--- config.mk ---
export PLATFORM = sky130hd
export DESIGN_NAME = bist_datapath
export DESIGN_NICKNAME = d
export VERILOG_FILES = /design/src/rtl/bist_datapath.sv
export SDC_FILE = /design/constraint.sdc
export NUM_CORES = 1
export LEC_CHECK = 0
export ABC_AREA = 1
export CAP_MARGIN = 10
export CORE_MARGIN = 5
export CORE_UTILIZATION = 45
export CTS_CLUSTER_DIAMETER = 40
export DETAILED_ROUTE_END_ITERATION = 10
export GPL_TIMING_DRIVEN = 0
export HOLD_SLACK_MARGIN = 0.05
export PLACE_DENSITY = 0.77
export SETUP_SLACK_MARGIN = 0.2
export SYNTH_ARGS = -nofsm -noshare
export SYNTH_HDL_FRONTEND = slang
export SYNTH_SLANG_ARGS = --single-unit
--- constraint.sdc ---
create_clock -name clk -period 3 [get_ports clk]
set_clock_uncertainty 0.05 [all_clocks]
set_input_delay 0.9 -clock clk [delete_from_list [all_inputs] [get_ports clk]]
set_output_delay 0.9 -clock clk [all_outputs]
set_load 0.005 [all_outputs]
--- src/rtl/bist_datapath.sv ---
// March-test BIST memory-side datapath: address counter, background data,
// one-stage read-compare pipeline and first-failure diagnostic capture.
module bist_datapath #(
  parameter int unsigned AW = 4,
  parameter int unsigned DW = 8,
  parameter int unsigned CW = 8
) (
  input  logic          clk,
  input  logic          rst,
  input  logic          enable,
  input  logic          up_down,
  input  logic          rst_adr,
  input  logic          pr_res_adr,
  input  logic          wr_en,
  input  logic          read_en,
  input  logic          data_bit,
  output logic          c_out,
  output logic          error,
  output logic [AW-1:0] mem_addr,
  output logic [DW-1:0] mem_wdata,
  output logic          mem_we,
  output logic          mem_re,
  input  logic [DW-1:0] mem_rdata,
  output logic [AW-1:0] fail_addr,
  output logic [DW-1:0] fail_data,
  output logic [CW-1:0] fail_count
);

  localparam logic [AW-1:0] MAXA  = '1;
  localparam logic [AW-1:0] A_ONE = AW'(1);
  localparam logic [CW-1:0] C_ONE = CW'(1);

  logic [AW-1:0] addr_q, addr_d;
  logic          rd_vld_q, rd_vld_d;
  logic [DW-1:0] exp_q, exp_d;
  logic [AW-1:0] rd_addr_q, rd_addr_d;
  logic          err_sticky_q, err_sticky_d;
  logic [AW-1:0] fail_addr_q, fail_addr_d;
  logic [DW-1:0] fail_data_q, fail_data_d;
  logic [CW-1:0] fail_count_q, fail_count_d;

  logic          test_clr;
  logic          mism;

  // rst_adr alone marks the FSM leaving standby; with wr_en it is only the
  // wr_down -> read_up address turnaround and must keep the diagnostics.
  assign test_clr  = rst_adr & ~wr_en & ~read_en;
  assign mism      = rd_vld_q & (mem_rdata != exp_q);

  assign mem_addr  = addr_q;
  assign mem_wdata = {DW{data_bit}};
  assign mem_we    = wr_en & enable;
  assign mem_re    = read_en & enable & ~wr_en;
  assign c_out     = enable & ((up_down & (addr_q == MAXA)) | (~up_down & (addr_q == '0)));
  assign error     = err_sticky_q | mism;

  assign fail_addr  = fail_addr_q;
  assign fail_data  = fail_data_q;
  assign fail_count = fail_count_q;

  always_comb begin
    addr_d = addr_q;
    if (rst_adr) begin
      addr_d = '0;
    end else if (pr_res_adr) begin
      addr_d = MAXA;
    end else if (enable) begin
      addr_d = up_down ? addr_q + A_ONE : addr_q - A_ONE;
    end
  end

  always_comb begin
    rd_vld_d     = mem_re;
    exp_d        = {DW{data_bit}};
    rd_addr_d    = addr_q;
    err_sticky_d = err_sticky_q;
    fail_addr_d  = fail_addr_q;
    fail_data_d  = fail_data_q;
    fail_count_d = fail_count_q;
    if (mism) begin
      err_sticky_d = 1'b1;
      if (!err_sticky_q) begin
        fail_addr_d = rd_addr_q;
        fail_data_d = mem_rdata ^ exp_q;
      end
      if (fail_count_q != '1) begin
        fail_count_d = fail_count_q + C_ONE;
      end
    end
    // A test-start clear overrides a mismatch arriving in the same cycle.
    if (test_clr) begin
      rd_vld_d     = 1'b0;
      exp_d        = '0;
      rd_addr_d    = '0;
      err_sticky_d = 1'b0;
      fail_addr_d  = '0;
      fail_data_d  = '0;
      fail_count_d = '0;
    end
  end

  always_ff @(posedge clk) begin
    if (rst) begin
      addr_q       <= '0;
      rd_vld_q     <= 1'b0;
      exp_q        <= '0;
      rd_addr_q    <= '0;
      err_sticky_q <= 1'b0;
      fail_addr_q  <= '0;
      fail_data_q  <= '0;
      fail_count_q <= '0;
    end else begin
      addr_q       <= addr_d;
      rd_vld_q     <= rd_vld_d;
      exp_q        <= exp_d;
      rd_addr_q    <= rd_addr_d;
      err_sticky_q <= err_sticky_d;
      fail_addr_q  <= fail_addr_d;
      fail_data_q  <= fail_data_d;
      fail_count_q <= fail_count_d;
    end
  end

endmodule

==> results.sh <==
export IMPL_max_cap_violations=0
export IMPL_synth_top_area_share_pct=35.38
export IMPL_syn_nets=297
export IMPL_via_per_inst=5.632
export IMPL_fp_dieW_um=72.44
export IMPL_final_core_util_pct=86.40
export IMPL_worstPathArrival_ns=2.00
export IMPL_cts_max_path_buffers=2
export IMPL_clock_tree_root_cell="clkbuf_8"
export IMPL_first_iter_violations=278
export IMPL_grt_total_usage_pct=27.33
export IMPL_finalHoldViolCount=0
export IMPL_crit_path_max_fanout=2
export IMPL_fmax_mhz=339.0
export IMPL_rows=22
export IMPL_cts_buffers=5
export IMPL_synth_seq_cells=31
export IMPL_htree_levels=2
export IMPL_power_w=0.001155
export IMPL_slew_violations=0
export IMPL_vias=2602
export IMPL_drtPass1Iterations=5
export IMPL_antennaDiodeCount=0
export IMPL_worstHoldPathType="flip-flop to flip-flop"
export IMPL_initial_utilization_pct=47.21
export IMPL_syn_mean_instance_area_um2=6.356
export IMPL_drive_above_1_share_pct=35.02
export IMPL_drcViolationCount=0
export IMPL_ys_warn_count=0
export IMPL_grt_max_degree=11
export IMPL_port_buffers=52
export IMPL_ir_worst_vdd_mv=0.2921
export IMPL_synth_area_mm2=0.001754
export IMPL_die_h_um=72.44
export IMPL_path_clk_slew_ns=0.07
export IMPL_overflow=0
export IMPL_drtAntennaViolNets=0
export IMPL_p_leak_nw=1.679
export IMPL_pre_cts_slack_ns=-0.5423
export IMPL_crit_type="primary input to primary output"
export IMPL_synthToLayoutAreaGrowth_pct=83.02
export IMPL_final_cell_mix="70 x nand2_1, 58 x buf_4, 48 x nor2_1"
export IMPL_wl_per_cell_um=20.16
export IMPL_post_route_period_util_pct=98.32
export IMPL_dpl_hpwl_mm=2.915
export IMPL_clk_latency_ns=0.30
export IMPL_fillers=165
export IMPL_grt_pass1_vias=2292
export IMPL_ys_top_cells_by_area="dfxtp_1 35%, nand2_1 18%, inv_1 11%"
export IMPL_tns_ns=0
export IMPL_yosys_area_top_type="dfxtp_1"
export IMPL_place_gp_congestion=0.8541
export IMPL_dieArea_mm2=0.005247
export IMPL_final_common_cell="nand2_1"
export IMPL_fin_nets=435
export IMPL_grt_antenna_before_repair=0
export IMPL_crit_required_ns=2.05
export IMPL_maxSlewHeadroom_pct=62.86
export IMPL_status="finished, final reports clean"
export IMPL_end_kind="primary output"
export IMPL_drt_total_wl_mm=9.315
export IMPL_cts_tree="yes"
export IMPL_coreArea_mm2=0.003716
export IMPL_tightest_slew_ns=0.5572
export IMPL_rsz0062_at_grt="true"
export IMPL_start_kind="primary input"
export IMPL_finalSetupViolations=0
export IMPL_synthCells=276
export IMPL_hold_slack_ns=0.4207
export IMPL_cts_sinks=31
export IMPL_grt_pass1_wl_mm=10.92
export IMPL_powerDensity_mw_per_mm2=359.7
export IMPL_synth_distinct_cells=27
export IMPL_final_setup_worst_slack_ns=0.05032
export IMPL_pin_count=53
export IMPL_min_period_ns=2.950
export IMPL_ys_seq_area_share_pct=35.38
-- metal layers --
metal | wire length (µm) | GRT usage, % | vias up
met2 | 4269 | 49.54 | 248
met3 | 898 | 4.986 | 86
met5 | 0 | 0 | -
met1 | 3323 | 28.19 | 1180
met4 | 824 | 18.85 | 0
li1 | - | - | 1088
-- repair_timing --
action / 4_1_cts / 5_1_grt
pin swaps: 15 / 20
gates resized for setup: 37 / 82
endpoints found under the setup margin: 12 / 8
setup buffers: 74 / 5
cloned: 0 / 0
hold buffers: 0 / 0
-- worst paths after layout --
kind	from	end	slack, ns	cells past startpoint
setup / recovery	mem_rdata[3]	error	0.05	11
hold / removal	rd_addr_q[0]	fail_addr[0]	0.42	2
setup reg to reg	exp_q[0]	fail_data[5]	0.22	21
hold reg to reg	rd_addr_q[0]	fail_addr[0]	0.42	2
-- Yosys cell counts, drive strengths merged --
| master | count |
|---|---|
| dfxtp | 31 |
| o211ai | 1 |
| o31ai | 2 |
| nor3 | 3 |
| o21ai | 1 |
| ha | 3 |
| nor4 | 1 |
| a21oi | 7 |
| inv | 55 |
| nand4 | 4 |
| nor2 | 52 |
| a221oi | 1 |
| buf | 14 |
| nand2 | 85 |
| fa | 1 |
| nand3 | 12 |
| a21boi | 1 |
| xor2 | 2 |
-- logic make-up after synthesis --
group | count (synthesis) | synth area share (%)
fa+ha+maj | 4 | 3.281
compound gates | 13 | 5.278
buf+inv | 69 | 18.54
flops | 31 | 35.38
simple gates | 157 | 36.52
xor+xnor | 2 | 0.9988
-- power breakdown --
| part | internal, W | switching, W |
|---|---|---|
| Combinational | 0.000205 | 0.000162 |
| Clock | 0.000180 | 0.000170 |
| Sequential | 0.000425 | 0.0000126 |
| Total | 0.000810 | 0.000345 |
-- registers in the layout, summed over array words and instances, names as in the netlist --
name and cells:
fail_count 8, err_sticky_q 1, rd_addr_q 4, fail_data 8, fail_addr 4, exp_q 1, mem_addr 4, rd_vld_q 1
-- worst max-delay path: stages --
cell      delay [ns]
clkbuf_2        0.13
inv_1           0.09
nand2_1         0.07
nand2_1         0.09
nand2_1         0.09
nor2_2          0.15
nand2_2         0.10
buf_6           0.13
nand2_4         0.07
nand2_4         0.06
buf_6           0.12
-- metrics by stage --
stage,cell area (µm²),cells
after CTS,2977,457
after detailed placement,2335,376
after global placement,2335,376
final,3211,462
after floorplan,1754,276
after global routing,3211,462
-- layout make-up --
| cell class | count | area, µm² | share of cell area (%) |
|---|---|---|---|
| timing repair buffer | 131 | 1215 | 37.84 |
| clock buffer | 6 | 82.58 | 2.572 |
| buffer | 14 | 113.9 | 3.546 |
| multi-input combinational | 176 | 899.6 | 28.02 |
| sequential | 31 | 620.6 | 19.33 |
| clock inverter | 1 | 5.005 | 0.1559 |
| inverter | 55 | 214.0 | 6.664 |
| tap | 48 | 60.06 | 1.871 |
Note: power is estimated with default switching activity, not from simulation.
